===== src/rtl/gci_std_display_pkg.sv =====
// ---------------------------------------------------------------------------
// gci_std_display_pkg
//
// Shared definitions for the display VRAM path:
//   - arb_state_t : arbiter state encoding (IDLE / GRANT0 / GRANT1 / DRAIN)
//   - P_L_*       : default VRAM address, outstanding-read and watchdog widths
//   - arb_is_grant: true while one of the two requesters owns the memory port
// ---------------------------------------------------------------------------
package gci_std_display_pkg;

    typedef enum logic [1:0] {
        P_L_ARB_IDLE   = 2'h0,
        P_L_ARB_GRANT0 = 2'h1,
        P_L_ARB_GRANT1 = 2'h2,
        P_L_ARB_DRAIN  = 2'h3
    } arb_state_t;

    localparam int P_L_MEM_ADDR_N = 19;
    localparam int P_L_OUTSTD_N   = 4;
    localparam int P_L_TIMEOUT_N  = 10;

    function automatic logic arb_is_grant(input arb_state_t state);
        return (state == P_L_ARB_GRANT0) || (state == P_L_ARB_GRANT1);
    endfunction

endpackage


===== src/rtl/gci_std_display_vram_arb_outstd.sv =====
// ---------------------------------------------------------------------------
// gci_std_display_vram_arb_outstd
//
// Outstanding-read tracker for the VRAM arbiter. Counts reads accepted by the
// memory that have not yet returned data.
//
// Ports:
//   clock      in   rising-edge clock
//   reset      in   synchronous active-high reset, clears the count
//   inc        in   a read was accepted by the memory this cycle
//   dec        in   a read return arrived this cycle
//   full       out  count is at its maximum (2^P_OUTSTD_N-1)
//   zero       out  no reads outstanding
//   next_zero  out  count will be zero after this cycle's inc/dec
// ---------------------------------------------------------------------------
module gci_std_display_vram_arb_outstd
    import gci_std_display_pkg::*;
#(
    parameter int P_OUTSTD_N = P_L_OUTSTD_N
)(
    input  logic clock,
    input  logic reset,
    input  logic inc,
    input  logic dec,
    output logic full,
    output logic zero,
    output logic next_zero
);

    logic [P_OUTSTD_N-1:0] count;
    logic [P_OUTSTD_N-1:0] next_count;
    logic                  inc_ok;
    logic                  dec_ok;

    // A return with nothing outstanding is a stray and must not wrap the
    // counter; an increment past full cannot be tracked and is refused.
    // Simultaneous accept and return cancel out.
    always_comb begin
        inc_ok     = inc && !full;
        dec_ok     = dec && !zero;
        next_count = count;
        case ({inc_ok, dec_ok})
            2'b10:   next_count = count + 1'b1;
            2'b01:   next_count = count - 1'b1;
            default: next_count = count;
        endcase
    end

    always_ff @(posedge clock) begin
        if (reset) begin
            count <= '0;
        end else begin
            count <= next_count;
        end
    end

    assign full      = (count == '1);
    assign zero      = (count == '0);
    assign next_zero = (next_count == '0);

endmodule


===== src/rtl/gci_std_display_vram_arbiter.sv =====
// ---------------------------------------------------------------------------
// gci_std_display_vram_arbiter
//
// Shares one VRAM memory port between two requesters (e.g. scanout reader and
// drawing path) using the REQ / ACK / FINISH ownership handshake. The owner's
// access strobes are muxed onto the memory port and read data is routed back
// to the owner. Ownership is never handed over while reads are outstanding:
// a release with reads in flight parks the arbiter in DRAIN until they return.
//
// Optional feature (macro GCI_STD_DISPLAY_VRAM_ARB_TIMEOUT_EN):
//   watchdog that revokes ownership after 2^P_TIMEOUT_N-1 cycles without an
//   accepted access and pulses oTIMEOUT. Without the macro oTIMEOUT is 0.
//
// Ports:
//   iCLOCK, iRESET_SYNC            clock, synchronous active-high reset
//   iIFx_REQ / oIFx_ACK            ownership request (level) / grant pulse
//   iIFx_FINISH                    one-cycle ownership release
//   iIFx_ENA/RW/ADDR/DATA          owner access (RW 1 = write)
//   oIFx_BUSY                      stall; always 1 for a non-owner
//   oIFx_VALID / oIFx_DATA         read return routed to the owner
//   oMEM_ENA/RW/ADDR/DATA          memory access port
//   iMEM_BUSY                      memory stall
//   iMEM_VALID / iMEM_DATA         in-order read return from memory
//   oTIMEOUT                       one-cycle watchdog pulse
// ---------------------------------------------------------------------------
module gci_std_display_vram_arbiter
    import gci_std_display_pkg::*;
#(
    parameter int P_MEM_ADDR_N = P_L_MEM_ADDR_N,
    parameter int P_OUTSTD_N   = P_L_OUTSTD_N,
    parameter int P_TIMEOUT_N  = P_L_TIMEOUT_N
)(
    input  logic                    iCLOCK,
    input  logic                    iRESET_SYNC,
    input  logic                    iIF0_REQ,
    output logic                    oIF0_ACK,
    input  logic                    iIF0_FINISH,
    input  logic                    iIF0_ENA,
    output logic                    oIF0_BUSY,
    input  logic                    iIF0_RW,
    input  logic [P_MEM_ADDR_N-1:0] iIF0_ADDR,
    input  logic [31:0]             iIF0_DATA,
    output logic                    oIF0_VALID,
    output logic [31:0]             oIF0_DATA,
    input  logic                    iIF1_REQ,
    output logic                    oIF1_ACK,
    input  logic                    iIF1_FINISH,
    input  logic                    iIF1_ENA,
    output logic                    oIF1_BUSY,
    input  logic                    iIF1_RW,
    input  logic [P_MEM_ADDR_N-1:0] iIF1_ADDR,
    input  logic [31:0]             iIF1_DATA,
    output logic                    oIF1_VALID,
    output logic [31:0]             oIF1_DATA,
    output logic                    oMEM_ENA,
    output logic                    oMEM_RW,
    output logic [P_MEM_ADDR_N-1:0] oMEM_ADDR,
    output logic [31:0]             oMEM_DATA,
    input  logic                    iMEM_BUSY,
    input  logic                    iMEM_VALID,
    input  logic [31:0]             iMEM_DATA,
    output logic                    oTIMEOUT
);

    arb_state_t              state;
    logic                    b_owner;
    logic                    ack0;
    logic                    ack1;

    logic                    in_grant;
    logic                    own_ena;
    logic                    own_rw;
    logic                    own_finish;
    logic [P_MEM_ADDR_N-1:0] own_addr;
    logic [31:0]             own_data;
    logic                    mem_ena;
    logic                    accept;
    logic                    rd_accept;
    logic                    route;
    logic                    release_own;
    logic                    wd_fire;

    logic                    outstd_full;
    logic                    outstd_zero;
    logic                    outstd_next_zero;

    // Owner selection. Outside GRANT nothing reaches the memory port, so the
    // muxed fields fall back to zero rather than leaking a requester's bus.
    always_comb begin
        own_ena    = 1'b0;
        own_rw     = 1'b0;
        own_finish = 1'b0;
        own_addr   = '0;
        own_data   = '0;
        case (state)
            P_L_ARB_GRANT0: begin
                own_ena    = iIF0_ENA;
                own_rw     = iIF0_RW;
                own_finish = iIF0_FINISH;
                own_addr   = iIF0_ADDR;
                own_data   = iIF0_DATA;
            end
            P_L_ARB_GRANT1: begin
                own_ena    = iIF1_ENA;
                own_rw     = iIF1_RW;
                own_finish = iIF1_FINISH;
                own_addr   = iIF1_ADDR;
                own_data   = iIF1_DATA;
            end
            default: begin
                own_ena    = 1'b0;
                own_rw     = 1'b0;
                own_finish = 1'b0;
                own_addr   = '0;
                own_data   = '0;
            end
        endcase
    end

    // Access acceptance and read-return routing. A full tracker blocks new
    // accesses of either kind so that read ordering stays simple. Returns
    // are only forwarded while something is actually outstanding; a stray
    // return (including one arriving after a reset) is dropped.
    always_comb begin
        in_grant    = arb_is_grant(state);
        mem_ena     = in_grant && own_ena && !outstd_full;
        accept      = mem_ena && !iMEM_BUSY;
        rd_accept   = accept && !own_rw;
        route       = (state != P_L_ARB_IDLE) && iMEM_VALID && !outstd_zero;
        release_own = in_grant && (own_finish || wd_fire);
    end

    gci_std_display_vram_arb_outstd #(
        .P_OUTSTD_N (P_OUTSTD_N)
    ) u_outstd (
        .clock     (iCLOCK),
        .reset     (iRESET_SYNC),
        .inc       (rd_accept),
        .dec       (iMEM_VALID),
        .full      (outstd_full),
        .zero      (outstd_zero),
        .next_zero (outstd_next_zero)
    );

`ifdef GCI_STD_DISPLAY_VRAM_ARB_TIMEOUT_EN
    logic [P_TIMEOUT_N-1:0] wd_count;
    logic                   timeout_q;

    assign wd_fire  = in_grant && (wd_count == '1);
    assign oTIMEOUT = timeout_q;

    // Watchdog counts idle ownership cycles; any accepted access restarts
    // it and leaving GRANT (including on the fire itself) clears it, so a
    // fresh grant always starts from zero.
    always_ff @(posedge iCLOCK) begin
        if (iRESET_SYNC || !in_grant || accept) begin
            wd_count <= '0;
        end else if (!wd_fire) begin
            wd_count <= wd_count + 1'b1;
        end
    end

    always_ff @(posedge iCLOCK) begin
        if (iRESET_SYNC) begin
            timeout_q <= 1'b0;
        end else begin
            timeout_q <= wd_fire;
        end
    end
`else
    // Watchdog compiled out: ownership lasts until FINISH and oTIMEOUT stays
    // low. P_TIMEOUT_N is referenced only so both builds share one
    // parameter list.
    assign wd_fire  = 1'b0;
    assign oTIMEOUT = 1'b0 & (P_TIMEOUT_N > 0);
`endif

    // Ownership FSM. Ties in IDLE go to the requester that did not own the
    // port last (b_owner resets to 1 so IF0 wins the first tie). A release
    // with reads still in flight waits in DRAIN; the next-count look-ahead
    // lets a release whose last return lands in the same cycle go straight
    // to IDLE.
    always_ff @(posedge iCLOCK) begin
        if (iRESET_SYNC) begin
            state   <= P_L_ARB_IDLE;
            b_owner <= 1'b1;
            ack0    <= 1'b0;
            ack1    <= 1'b0;
        end else begin
            ack0 <= 1'b0;
            ack1 <= 1'b0;
            case (state)
                P_L_ARB_IDLE: begin
                    if (iIF0_REQ && (!iIF1_REQ || b_owner)) begin
                        state   <= P_L_ARB_GRANT0;
                        b_owner <= 1'b0;
                        ack0    <= 1'b1;
                    end else if (iIF1_REQ) begin
                        state   <= P_L_ARB_GRANT1;
                        b_owner <= 1'b1;
                        ack1    <= 1'b1;
                    end
                end
                P_L_ARB_GRANT0, P_L_ARB_GRANT1: begin
                    if (release_own) begin
                        state <= outstd_next_zero ? P_L_ARB_IDLE : P_L_ARB_DRAIN;
                    end
                end
                P_L_ARB_DRAIN: begin
                    if (outstd_next_zero) begin
                        state <= P_L_ARB_IDLE;
                    end
                end
                default: state <= P_L_ARB_IDLE;
            endcase
        end
    end

    assign oIF0_ACK   = ack0;
    assign oIF1_ACK   = ack1;

    assign oMEM_ENA   = mem_ena;
    assign oMEM_RW    = own_rw;
    assign oMEM_ADDR  = own_addr;
    assign oMEM_DATA  = own_data;

    assign oIF0_BUSY  = (state != P_L_ARB_GRANT0) || iMEM_BUSY || outstd_full;
    assign oIF1_BUSY  = (state != P_L_ARB_GRANT1) || iMEM_BUSY || outstd_full;

    assign oIF0_VALID = route && !b_owner;
    assign oIF1_VALID = route && b_owner;
    assign oIF0_DATA  = oIF0_VALID ? iMEM_DATA : 32'h0;
    assign oIF1_DATA  = oIF1_VALID ? iMEM_DATA : 32'h0;

endmodule


===== config.mk =====
export PLATFORM = sky130hd
export DESIGN_NAME = gci_std_display_vram_arbiter
export DESIGN_NICKNAME = d
export VERILOG_FILES = /design/src/rtl/gci_std_display_pkg.sv /design/src/rtl/gci_std_display_vram_arb_outstd.sv /design/src/rtl/gci_std_display_vram_arbiter.sv
export SDC_FILE = /design/constraint.sdc
export NUM_CORES = 1
export LEC_CHECK = 0
export ABC_AREA = 1
export BUFFER_PORTS_ARGS = -buffer_cell sky130_fd_sc_hd__buf_2
export CAP_MARGIN = 20
export CORE_AREA = 2 2 104 106
export CTS_CLUSTER_DIAMETER = 40
export DETAILED_ROUTE_END_ITERATION = 16
export DIE_AREA = 0 0 106 108
export MAX_ROUTING_LAYER = met4
export PLACE_DENSITY = 0.5
export SETUP_SLACK_MARGIN = 0.05
export SYNTH_ARGS = -nofsm -noshare
export SYNTH_HDL_FRONTEND = slang
export SYNTH_HIERARCHICAL = 1
export SYNTH_SLANG_ARGS = --single-unit

===== constraint.sdc =====
create_clock -name iCLOCK -period 3.1 [get_ports iCLOCK]
set_input_delay 0.31 -clock iCLOCK [delete_from_list [all_inputs] [get_ports iCLOCK]]
set_output_delay 0.31 -clock iCLOCK [all_outputs]
set_load 0.01 [all_outputs]

Word-level counts from Yosys, hierarchy flattened
Cells that the tools add are included.

storage, ports and cells
  bits of input ports = 146
  memory bits (read-only) = 0
  memories kept = 0
  latch bits = 0
  RAM bits = 0
  flip-flop bits (word level) = 9
  output and inout port bits = 124
  logic and storage cells = 71

cells by class
  reduce and logical (&&, ||, !) cells = 34
  add/subtract/negate cells = 2
  shift-type cells = 0
  $lt $le $gt $ge = 0
  bitwise operators = 1
  equality and inequality tests = 11
  divide/modulo/power cells = 0
  $mul = 0
  mux-type cells = 18

operators by type and width
  cell                                                                    count
  32-bit 2-to-1 mux                                                       2
  32-bit one-hot mux with 2 select lines                                  1
  19-bit one-hot mux with 2 select lines                                  1
  1-bit logical AND                                                       12
  2-bit 2-to-1 mux                                                        5
  4-bit logical NOT                                                       2
  4-bit one-hot mux with 2 select lines                                   1
  2-bit equality test (second input constant)                             3
  1-bit logical NOT                                                       6
  1-bit logical OR                                                        6
  2-bit inequality test (second input constant)                           3
  1-bit one-hot mux with 2 select lines                                   3
  2-bit one-hot mux with 3 select lines                                   1
  4-bit by 1-bit adder with 4-bit output (second input constant)          1
  2-bit by 1-bit equality test with 1-bit output (second input constant)  2
  4-bit equality test (second input constant)                             1
  1-bit 2-to-1 mux                                                        4
  2-bit nonzero test                                                      2
  2-bit OR reduction                                                      2
  4-bit by 1-bit subtractor with 4-bit output (second input constant)     1
  3-bit inequality test (second input constant)                           1
  3-bit AND reduction                                                     1
  3-bit OR reduction                                                      1
  2-bit logical NOT                                                       1
  3 further kinds                                                         3

Longest topological paths before layout
Gate-level depths: netlist of the first run.

  depth in word-level cells = 13
  mapped depth = 23
  mapped depth without buffers = 22

Cells and area by module
The synthesis of the first run kept the hierarchy.

by module, submodules not included
  module                           seq. area each (um^2)  times used  area each (um^2)  cells an instance
  gci_std_display_vram_arbiter     100.1                  1           1,571.5           334
  gci_std_display_vram_arb_outstd  80.1                   1           366.6             56

Worst setup path after synthesis of the first run
Ideal clock, no wire load.

  path kind = reg2reg
  start = register state[0]
  end = register state[0]
  buffers on the path = 1
  slack = 376 ps
  data arrival time = 2,611 ps
  required time = 2,987 ps
  period minus slack after synthesis = 2,724 ps
  stages on the path, launching flop included = 20
  library setup time = 113 ps
  cell sequence = dfxtp_1 > inv_1 > ha_1 > buf_2 > a22o_1 > inv_1 > nand2_1 > nor2_1 > o31ai_1 > ha_1 > fa_1 > xor2_1 > o21bai_1 > nand2_1 > nor2_2 > inv_1 > nand2_1 > nand3_2 > nor2_1 > nor2_1

between the ends
  cells in the longest elaborated chain, start to end = 13
  elaborated cells between the ends (all ways) = 27
  classes of those cells = eq/ne: 8; mux: 7; reduce/logical: 12

RTL lines
  element                                                                                       RTL line                                                       source
  from (decl)                                                                                   gci_std_display_vram_arbiter.sv:65                             arb_state_t state;
  from (signal assigned)                                                                        gci_std_display_vram_arbiter.sv:206                            state <= outstd_next_zero ? P_L_ARB_IDLE : P_L_ARB_DRAIN;
  2-bit equality test / 2-bit by 1-bit equality test with 1-bit output (equally long branches)  gci_std_display_pkg.sv:23, gci_std_display_vram_arbiter.sv:95
  1-bit one-hot mux with 2 select lines / 1-bit logical OR (equally long branches)              gci_std_display_vram_arbiter.sv:95, gci_std_display_pkg.sv:23
  1-bit logical AND (2 in a row)                                                                gci_std_display_vram_arbiter.sv:126                            mem_ena = in_grant && own_ena && !outstd_full;
  1-bit logical AND                                                                             gci_std_display_vram_arbiter.sv:127                            accept = mem_ena && !iMEM_BUSY;
  1-bit logical AND (*)                                                                         gci_std_display_vram_arbiter.sv:128                            rd_accept = accept && !own_rw;
  named net rd_accept                                                                           gci_std_display_vram_arbiter.sv:78                             logic rd_accept;
  1-bit logical AND (*)                                                                         gci_std_display_vram_arb_outstd.sv:39                          inc_ok = inc && !full;
  2-bit by 1-bit equality test with 1-bit output / 2-bit equality test (equally long branches)  gci_std_display_vram_arb_outstd.sv:42                          case ({inc_ok, dec_ok})
  4-bit one-hot mux with 2 select lines (*)                                                     gci_std_display_vram_arb_outstd.sv:42
  4-bit logical NOT (*)                                                                         gci_std_display_vram_arb_outstd.sv:59                          assign next_zero = (next_count == '0);
  named net outstd_next_zero                                                                    gci_std_display_vram_arbiter.sv:85                             logic outstd_next_zero;
  2-bit 2-to-1 mux                                                                              gci_std_display_vram_arbiter.sv:206
  2-bit 2-to-1 mux                                                                              gci_std_display_vram_arbiter.sv:205                            if (release_own) begin
  2-bit one-hot mux with 3 select lines                                                         gci_std_display_vram_arbiter.sv:192                            case (state)

The timed path passes the listed nets; every way through them passes the cells marked *. The select of a mux whose other input is x is not followed.
A chain may end at the register's enable or synchronous reset.

Final worst setup path of the first run
  start = register state[0]
  end = register state[1]

Same word-level chain as after synthesis.

==> summary.md, run 1 <==
| Metric | Value |
|---|---|
| Initial antenna violation count | `0` |
| Fillers | `1177` |
| Hold Buf Count CTS | `0` |
| Vias | `3184` |
| Crit Path Class | `flop to flop` |
| Layout cell share with drive strength beyond 1 | `47.3%` |
| Ant. Diodes | `0` |
| Non-filler instance count after layout | `roughly 800` |
| H-tree depth | `1` |
| Final hold viol count | `0` |
| Worst hold margin | `roughly 0.34 ns` |
| Vias/cell | `4.09` |
| Reg power frac | `10.1%` |
| Worst slew pin tran | `0.553 ns` |
| Syn_nets | `545` |
| Die W | `~110 um` |
| LEAKAGE | `2.17 nW` |
| Worst reg2reg setup slack | `0.24 ns` |
| Final design utilization | `around a third` |
| Routed WL | `between 9 and 10 mm` |
| Starting Density | `18.9%` |
| Clk buf depth | `2` |
| Pwr Density | `577 mW/mm2` |
| Synthesis-to-finish area growth | `74.8%` |
| Total CTS buffers | `3` |
| Ports | `270` |
| Skew final | `0.00189 ns` |
| Psw | `1.11 mW` |
| Worst-Skew Late Latency | `between 0.2 and 0.25 ns` |
| CTS Root Cell | `clkbuf_8` |
| Antenna Nets Post-Route | `0` |
| Row cnt | `37` |
| Die area | `0.0114 mm2` |
| CTS tree | `yes` |
| CTS sink count | `9` |
| Period minus WS final | `about 2.9 ns` |
| Placed cell count | `774` |
| Post-synth ARST share | `0%` |
| EDFF count, synth | `0` |
| Synth Register Bits | `9` |
| Fmax | `0.350 GHz` |
| Final period util | `between 90% and 100%` |
| DP Area | `0.00333 mm2` |
| Power Total | `1.95 mW` |
| Drt drc | `0` |
| Critical Path RT | `3.26 ns` |
| First-pass GRT wire length | `~14 mm` |
| Vias in the first global route | `2970` |
| Synth Flop Type | `dfxtp_1` |
| IO buf count | `268` |
| Final setup violation count | `0` |
| Clk slew on worst S/H paths | `0.05 ns` |
| Synth cell types | `31` |
| Slew margin rel. | `63.1%` |
| Combinational Power Share | `82.6%` |
| VDD IR max | `0.000338 V` |
| Final TNS setup | `0 ns` |
| RD Place Congestion | `0.776` |
| Int Pwr | `0.840 mW` |
| Fin worst setup slack | `0.241 ns` |
| Post-DP HPWL | `8.04 mm` |
| Sw frac | `57.0%` |
| Synthesized area | `around 0.0019 mm2` |
| Die Y | `around 110 um` |
| Largest net degree at the start of global routing | `43` |
| Core ar. | `0.0102 mm2` |
| Hold Crit Class | `input port to flop` |
| Final slew viol count | `0` |
| Register area share after synthesis | `9.30%` |
| Final instance area | `0.00339 mm2` |
| Global route overflow | `0` |
| Worst-path maximum fanout | `6` |
| Pre-CTS WS | `0.191 ns` |
| 1st-iter DRT viols | `between 100 and 150` |
| Mean routed wirelength per cell | `~12 um` |
| Layout Nets | `roughly 800` |
| Ys Warns | `6` |
| Clock network fraction of total power | `7.3%` |
| First-pass iteration count of the detailed router | `4` |
| Post-Syn Area per Cell | `a little under 5 um2` |
| Global-route usage over all layers | `about 15%` |
| Status | `completed` |
| CP Capture Type | `flop` |
| Type of origin of the critical path | `flop` |
| WP data arrival | `about 3.0 ns` |
| Post-Syn Instances | `390` |
| Setup repair after global routing missed its margin | `no` |
| # Max-Cap Violations | `0` |
==> Yosys cell counts (4+ instances only) <==
cell       n  share of area (%)
nor2_1    76                 15
nand2_2    4                1.3
nand3_1    6                1.5
inv_2      5               0.97
nand2_1  133                 26
nor2_2     8                2.6
ha_1       8                5.2
dfxtp_1    9                9.3
buf_2     16                4.1
inv_1     46                8.9
buf_6      6                3.5
a21oi_1   51                 13
==> worst paths after layout <==
path,startpoint,cells after the start,to
setup / recovery,state[0],19,state[1]
setup reg to reg,state[0],19,state[1]
hold reg to reg,b_owner,2,b_owner
hold / removal,iRESET_SYNC,2,u_outstd/count[3]
==> cells in the final DEF (no fill, tap or decap), types with 2 or more instances in the layout <==
cell type / instances
buf_2: 268
nand2_1: 133
nor2_1: 76
a21oi_1: 51
inv_1: 45
nor2_2: 8
dfxtp_1: 7
inv_2: 6
nand3_1: 6
buf_4: 6
ha_1: 5
nand2_2: 4
ha_2: 3
clkbuf_8: 3
a22o_1: 2
dfxtp_2: 2
==> worst max-delay path, cell delays in order, from the launching register on <==
cell and delay, ns:
dfxtp_2 0.35, inv_1 0.09, ha_2 0.22, a22o_1 0.20
inv_1 0.07, nand2_1 0.05, nor2_1 0.09, o31ai_1 0.09
ha_2 0.22, fa_1 0.40, xor2_1 0.17, o21bai_1 0.19
nand2_1 0.11, nor2_2 0.11, inv_1 0.06, nand2_1 0.07
nand3_2 0.10, nand2_1 0.07, nand2_1 0.05, nor2_1 0.09
==> routing by layer <==
| metal | routed length [um] | vias up | global-route usage (%) |
|---|---|---|---|
| met3 | 747 | 8 | 2.11 |
| li1 | - | 1680 | - |
| met1 | 3600 | 1322 | 16.4 |
| met4 | 118 | 0 | 2.63 |
| met5 | 0 | - | - |
| met2 | 4900 | 174 | 30.2 |
==> power by group through the flow <==
stage	combinational, mW	clock (mW)	sequential (mW)
floorplan	1.11	0	0.188
global placement	1.59	0	0.193
detailed placement	1.61	0	0.195
CTS	1.61	0.145	0.194
global route	1.81	0.151	0.202
finish	1.61	0.143	0.198
==> repair_timing <==
item                                   in CTS  in global routing
setup endpoints to repair                   0                  2
endpoints found under the hold margin       0                  0
setup buffers                               0                  1
resized for setup                           0                  5
==> registers in the layout, summed over array words and instances, names as in the netlist <==
register	cells
u_outstd/count	4
state	2
b_owner	1
oIF0_ACK	1
oIF1_ACK	1
==> logic make-up after synthesis <==
kind of cell	synth area share, %
and+or+nand+nor	49.1
buffers and inverters	18.7
AOI/OAI and AO/OA	15.7
adders and majority gates	6.20
DFF	9.30
xor gates and xnor gates	0.904
other	0.193
==> area by class of cell <==
class / instances / area, um2 / area share (%)
tap: 136 / 170 / 5.02
multi-input combinational: 304 / 1410 / 41.6
sequential: 9 / 183 / 5.39
inverter: 52 / 195 / 5.76
clock buffer: 4 / 45.0 / 1.33
timing repair buffer: 274 / 1390 / 40.9
No activity file was read; power rests on OpenSTA's default activity.
==> run 2: changes to the inputs <==
--- a/config.mk
+++ b/config.mk
@@ -12,7 +12,6 @@
 export CTS_CLUSTER_DIAMETER = 40
 export DETAILED_ROUTE_END_ITERATION = 16
 export DIE_AREA = 0 0 106 108
-export MAX_ROUTING_LAYER = met4
 export PLACE_DENSITY = 0.5
 export SETUP_SLACK_MARGIN = 0.05
 export SYNTH_ARGS = -nofsm -noshare
==> summary.md, run 2 (same netlist as run 1, synthesis figures left out) <==
| Metric | Value |
|---|---|
| CTS tree | `yes` |
| Cell mode on critical path | `nand2_1` |
| Clk buf depth | `2 (unchanged)` |
| VDD IR max | `0.000340 V (+0.54%)` |
| # Max-Cap Violations | `0 (unchanged)` |
| Final design utilization | `33.1% (unchanged)` |
| LEAKAGE | `2.17 nW (unchanged)` |
| Synthesis-to-finish area growth | `74.8% (unchanged)` |
| Worst slew pin tran | `0.545 ns (-0.00728 ns)` |
| CP delay by family, top | `adder cells` |
| Max reg flops | `4 (unchanged)` |
| Final slew viol count | `0 (unchanged)` |
| Crit Path Class | `flop to flop` |
| Crit-path slowest cell | `fa_1` |
| Post-DP HPWL | `8.04 mm (unchanged)` |
| Row cnt | `37 (unchanged)` |
| Mean routed wirelength per cell | `12.0 um (about the same)` |
| Period minus WS final | `2.86 ns (+0.00290 ns)` |
| Vias | `3195 (+0.35%)` |
| Largest net degree at the start of global routing | `43 (unchanged)` |
| Core ar. | `0.0102 mm2 (unchanged)` |
| CP Capture Type | `flop` |
| Starting Density | `18.9% (unchanged)` |
| Final setup violation count | `0 (unchanged)` |
| GRT busiest layer | `met2` |
| CTS Root Cell | `clkbuf_8` |
| Drt drc | `0 (unchanged)` |
| Routed WL | `9.37 mm (about the same)` |
| Die W | `106 um (unchanged)` |
| Die area | `0.0114 mm2 (unchanged)` |
| RD Place Congestion | `0.766 (-1.3%)` |
| Final period util | `92.3% (+0.094 points)` |
| Pwr Density | `577 mW/mm2 (about the same)` |
| Worst-path maximum fanout | `6 (unchanged)` |
| CTS sink count | `9 (unchanged)` |
| Largest Register | `u_outstd/count` |
| Slew margin rel. | `63.6% (+0.49 points)` |
| Biggest regs | `u_outstd/count: 4 flops, state: 2 flops` |
| Global route overflow | `0 (unchanged)` |
| H-tree depth | `1 (unchanged)` |
| Pre-CTS WS | `0.191 ns (unchanged)` |
| First-pass iteration count of the detailed router | `4 (unchanged)` |
| Final hold viol count | `0 (unchanged)` |
| Skew final | `0.00189 ns (-0.000000130 ns)` |
| Commonest non-fill, non-tap cell in the layout | `buf_2` |
| Ant. Diodes | `0 (unchanged)` |
| Hold Crit Class | `input port to flop` |
| Most frequent cells in the layout | `buf_2 (268), nand2_1 (133), nor2_1 (76), a21oi_1 (51), inv_1 (45)` |
| Setup repair after global routing missed its margin | `no` |
| Met3 GRT Util | `2.47% (+0.36 points)` |
| Grt met1 use | `15.9% (-0.47 points)` |
| IO buf count | `268 (unchanged)` |
| Fin worst setup slack | `0.238 ns (-0.00290 ns)` |
| Type of origin of the critical path | `flop` |
| Die Y | `108 um (unchanged)` |
| Initial antenna violation count | `0 (unchanged)` |
| Critical-path cell list | `inv_1, ha_2, a22o_1, inv_1, nand2_1, nor2_1, o31ai_1, ha_2, fa_1, xor2_1, o21bai_1, nand2_1, nor2_2, inv_1, nand2_1, nand3_2, nand2_1, nand2_1, nor2_1` |
| Fmax | `0.349 GHz (-0.10%)` |
| Final TNS setup | `0 ns (unchanged)` |
| Layout Nets | `799 (unchanged)` |
| CP bufs+invs | `3 (unchanged)` |
| Global-route usage over all layers | `14.8% (-0.46 points)` |
| WP data arrival | `3.03 ns (about the same)` |
| Critical Path RT | `3.26 ns (about the same)` |
| Layout cell share with drive strength beyond 1 | `47.3% (unchanged)` |
| Status | `completed` |
| Ports | `270 (unchanged)` |
| Total CTS buffers | `3 (unchanged)` |
| First-pass GRT wire length | `14.1 mm (-0.14%)` |
| Vias/cell | `4.10 (+0.35%)` |
| 1st-iter DRT viols | `146 (+9.8%)` |
| Vias in the first global route | `2979 (+0.30%)` |
| Antenna Nets Post-Route | `0 (unchanged)` |
| Grt met2 use | `30.4% (+0.23 points)` |
| Clk slew on worst S/H paths | `0.05 ns (about the same)` |
| Worst path max stage delay | `0.40 ns (about the same)` |
| Worst-Skew Late Latency | `0.23 ns (about the same)` |
[run 2: final timing paths]
| kind | slack (ns) | startpoint | cells past startpoint | to |
|---|---|---|---|---|
| setup / recovery | 0.24 | state[0] | 19 | state[1] |
| hold / removal | 0.34 | iRESET_SYNC | 2 | u_outstd/count[3] |
| setup reg to reg | 0.24 | state[0] | 19 | state[1] |
| hold reg to reg | 0.55 | b_owner | 2 | b_owner |
[run 2: cell type report]
type / count / area [um2]
Fill cell: 1177 / 6840
Inverter: 52 / 195
Clock buffer: 4 / 45.0
Sequential cell: 9 / 183
Tap cell: 136 / 170
Multi-Input combinational cell: 304 / 1410
Timing Repair Buffer: 274 / 1390
[run 2: through the flow]
stage | area (um2) | hold WS, ns | std cells | total power [mW]
floorplan | 1940 | 0.377 | 390 | 1.30
detailed placement | 3330 | 0.548 | 774 | 1.80
global placement | 3330 | 0.537 | 774 | 1.79
CTS | 3370 | 0.339 | 778 | 1.95
global route | 3390 | 0.352 | 779 | 2.16
finish | 3390 | 0.336 | 779 | 1.96
[run 2: repair_timing]
item / in CTS / in global routing
resized for setup: 0 / 5
setup buffers: 0 / 1
hold buffers: 0 / 0
endpoints found under the setup margin: 0 / 2
[run 2: routing by layer]
metal  up-vias  wire length, um  share of wire (%)
li1       1681                -                  -
met1      1330             3530                 38
met2       176             4940                 53
met3         8              781                8.3
met4         0              118                1.3
met5         -                0                  0
[run 2: power breakdown]
group,internal [mW],switching (mW)
Combinational,0.595,1.02
Sequential,0.155,0.0430
Clock,0.0902,0.0527
Total,0.840,1.12
==> run 3: changes to the inputs <==
--- a/config.mk
+++ b/config.mk
@@ -5,14 +5,13 @@
 export SDC_FILE = /design/constraint.sdc
 export NUM_CORES = 1
 export LEC_CHECK = 0
-export ABC_AREA = 1
 export BUFFER_PORTS_ARGS = -buffer_cell sky130_fd_sc_hd__buf_2
 export CAP_MARGIN = 20
-export CORE_AREA = 2 2 104 106
+export CORE_AREA = 2 2 106 108
 export CTS_CLUSTER_DIAMETER = 40
 export DETAILED_ROUTE_END_ITERATION = 16
-export DIE_AREA = 0 0 106 108
-export PLACE_DENSITY = 0.5
+export DIE_AREA = 0 0 108 110
+export PLACE_DENSITY = 0.48
 export SETUP_SLACK_MARGIN = 0.05
 export SYNTH_ARGS = -nofsm -noshare
 export SYNTH_HDL_FRONTEND = slang
==> summary.md, run 3 <==
| Metric | Value |
|---|---|
| Hold Buf Count CTS | `0 (unchanged)` |
| # Max-Cap Violations | `0 (unchanged)` |
| Largest cells by area after synthesis | `and2_1 (21%), a22oi_1 (21%), nor2b_1 (18%), dfxtp_1 (9.4%), ha_1 (5.2%)` |
| Ys Warns | `6 (unchanged)` |
| Worst path max stage delay | `0.38 ns (-0.02 ns)` |
| CP delay by family, top | `compound AO/OA/AOI/OAI gates` |
| Most frequent cells in the layout | `buf_2 (268), and2_1 (64), nor2b_1 (54), a22oi_1 (52), buf_4 (18)` |
| Worst-Skew Late Latency | `0.23 ns (about the same)` |
| Worst reg2reg setup slack | `0.12 ns (-0.12 ns)` |
| Final period util | `96.2% (+3.9 points)` |
| First-pass iteration count of the detailed router | `4 (unchanged)` |
| VDD IR max | `0.000322 V (-5.3%)` |
| Register area share after synthesis | `9.42% (+0.12 points)` |
| Worst-path maximum fanout | `4 (-2)` |
| Slew margin rel. | `66.1% (+2.5 points)` |
| Final setup violation count | `0 (unchanged)` |
| Row cnt | `38 (+2.7%)` |
| Post-DP HPWL | `7.14 mm (-11%)` |
| Total CTS buffers | `3 (unchanged)` |
| Layout cell share with drive strength beyond 1 | `59.2% (+12 points)` |
| Starting Density | `17.9% (-1.1 points)` |
| Synth Register Bits | `9 (unchanged)` |
| CTS Root Cell | `clkbuf_8` |
| CTS tree | `yes` |
| Hold Crit Class | `input port to flop` |
| Global route overflow | `0 (unchanged)` |
| Commonest non-fill, non-tap cell in the layout | `buf_2` |
| Critical-path cell list | `inv_6, ha_4, a22oi_2, nand2_1, nor2_1, nand2b_1, ha_4, ha_4, nand3_2, a211o_1, and3_4, nor3_4, nor2b_1, a211o_1, a221oi_2, a211oi_1` |
| Cell mode on critical path | `ha_4` |
| Syn_nets | `420 (-23%)` |
| Largest net degree at the start of global routing | `56 (+30%)` |
| RD Place Congestion | `0.704 (-8.1%)` |
| Clk buf depth | `2 (unchanged)` |
| Die W | `108 um (+1.9%)` |
| Fmax | `0.335 GHz (-4.0%)` |
| Most frequent cell after synthesis | `and2_1` |
| Worst R2R Path Depth | `16 (-3)` |
| Final design utilization | `33.8% (+0.72 points)` |
| Routed WL | `8.41 mm (-10%)` |
| Clk slew on worst S/H paths | `0.04 ns (about the same)` |
| Crit-path slowest cell | `dfxtp_4` |
| Skew final | `0.00199 ns (+0.000102 ns)` |
| Largest Register | `u_outstd/count` |
| First-pass GRT wire length | `12.0 mm (-15%)` |
| Pwr Density | `463 mW/mm2 (-20%)` |
| Final hold viol count | `0 (unchanged)` |
| Period minus WS final | `2.98 ns (+0.120 ns)` |
| Core ar. | `0.0107 mm2 (+4.6%)` |
| Worst slew pin tran | `0.509 ns (-0.0364 ns)` |
| Setup repair after global routing missed its margin | `yes` |
| Mean routed wirelength per cell | `12.6 um (+4.4%)` |
| Vias | `2884 (-9.7%)` |
| Post-Syn Area per Cell | `7.22 um2 (+45%)` |
| Drt drc | `0 (unchanged)` |
| Synthesized area | `0.00191 mm2 (-1.3%)` |
| Initial antenna violation count | `0 (unchanged)` |
| Biggest regs | `u_outstd/count: 4 flops, state: 2 flops` |
| Layout Nets | `686 (-14%)` |
| Reg2reg start | `state[1]` |
| HP Start | `iIF0_REQ` |
| Crit Path Class | `flop to flop` |
| Die Y | `110 um (+1.9%)` |
| LEAKAGE | `2.01 nW (-7.3%)` |
| WP data arrival | `3.09 ns (+0.06 ns)` |
| CP bufs+invs | `1 (-2)` |
| Max reg flops | `4 (unchanged)` |
| Fillers | `1174 (-0.25%)` |
| Antenna Nets Post-Route | `0 (unchanged)` |
| Final slew viol count | `0 (unchanged)` |
| Area leader, netlist | `and2_1` |
| Ports | `270 (unchanged)` |
| Status | `completed` |
| Synth cell types | `38 (+23%)` |
| Area fraction of the dominant cell type after synthesis | `20.9% (-4.8 points)` |
| RR Endpoint | `state[1]` |
| Placed cell count | `660 (-15%)` |
| Ant. Diodes | `0 (unchanged)` |
| Vias in the first global route | `2582 (-13%)` |
| CP Capture Type | `flop` |
| Worst Hold End | `oIF1_ACK` |
| Top cells by count, synth | `and2_1 (64), nor2b_1 (54), a22oi_1 (53), clkbuf_1 (16), dfxtp_1 (9)` |
| Critical Path RT | `3.21 ns (-0.05 ns)` |
| Type of origin of the critical path | `flop` |
| CTS sink count | `9 (unchanged)` |
| Synth Flop Type | `dfxtp_1` |
| 1st-iter DRT viols | `87 (-40%)` |
| IO buf count | `268 (unchanged)` |
| Post-Syn Instances | `265 (-32%)` |
| Synthesis-to-finish area growth | `89.2%` |
| Global-route usage over all layers | `12.3% (-2.5 points)` |
| EDFF count, synth | `0 (unchanged)` |
| Die area | `0.0119 mm2 (+3.8%)` |
| Vias/cell | `4.30 (+5.0%)` |
| Non-filler instance count after layout | `670 (-14%)` |
| Worst hold margin | `0.348 ns (+0.0120 ns)` |
| Hold path depth | `2 (unchanged)` |
| Post-synth ARST share | `0% (unchanged)` |
| H-tree depth | `1 (unchanged)` |
==> run 3: cell count changes after synthesis, sizes merged, moves of 19 or more <==
cell    before  now
inv         51    2
nor2b        0   54
and2         0   64
clkbuf       1   20
nand2      137    5
nor2        84    8
a22oi        0   53
a21oi       51    4
==> run 3: how the worst max path moves through the flow <==
stage | startpoint | end | slack, ns | depth (start not counted)
after global routing | state[1] | state[1] | -0.10 | 16
after floorplan | state[0] | state[1] | 0.07 | 17
after CTS | state[0] | state[1] | 0.05 | 16
after global placement | state[1] | state[1] | 0.02 | 16
final | state[1] | state[1] | 0.12 | 16
after detailed placement | state[1] | state[1] | 0.02 | 16
==> run 3: layer usage <==
layer	global-route usage, %	share of wire [%]	up-vias
met5	0	0	-
met1	13.3	36	1302
met4	3.02	0.68	0
li1	-	-	1453
met2	25.3	57	125
met3	1.06	5.8	4
==> run 3: per-stage QoR <==
step | total power [mW] | cell area [um2] | worst slack, ns | TNS, ns
2_1_floorplan | 1.07 | 1970 | 0.0722 | 0
3_5_place_dp | 1.47 | 3460 | 0.0206 | 0
5_1_grt | 1.85 | 3620 | -0.102 | -0.165
4_1_cts | 1.62 | 3510 | 0.0523 | 0
6_report | 1.68 | 3620 | 0.118 | 0
3_3_place_gp | 1.47 | 3460 | 0.0230 | 0
==> run 3: repair_timing <==
item | 4_1_cts | 5_1_grt
pin swaps | 1 | 6
resized for setup | 1 | 13
setup buffers | 0 | 5
setup endpoints to repair | 2 | 2
==> run 3: layout make-up <==
type | instances | area (um2) | area share [%]
tap | 140 | 175 | 4.84
sequential | 9 | 188 | 5.18
clock buffer | 4 | 45.0 | 1.24
multi-input combinational | 228 | 1710 | 47.2
inverter | 2 | 15.0 | 0.415
timing repair buffer | 287 | 1490 | 41.1
==> run 3: cells by family (layout without fill, tap and decap cells) <==
group	after synthesis	after routing	synth area share (%)
other	1	1	0.196
AO/OA/AOI/OAI	67	67	26.4
AND/OR/NAND/NOR	147	147	49.2
adder cells (fa/ha/maj)	9	9	6.28
flip-flops	9	9	9.42
XOR/XNOR	2	2	0.916
buffers and inverters	28	293	6.54
multiplexers	2	2	1.05
==> run 3: power by group <==
part	switching (mW)	internal (mW)
registers	0.0290	0.146
clock network	0.0441	0.0894
logic	0.701	0.666
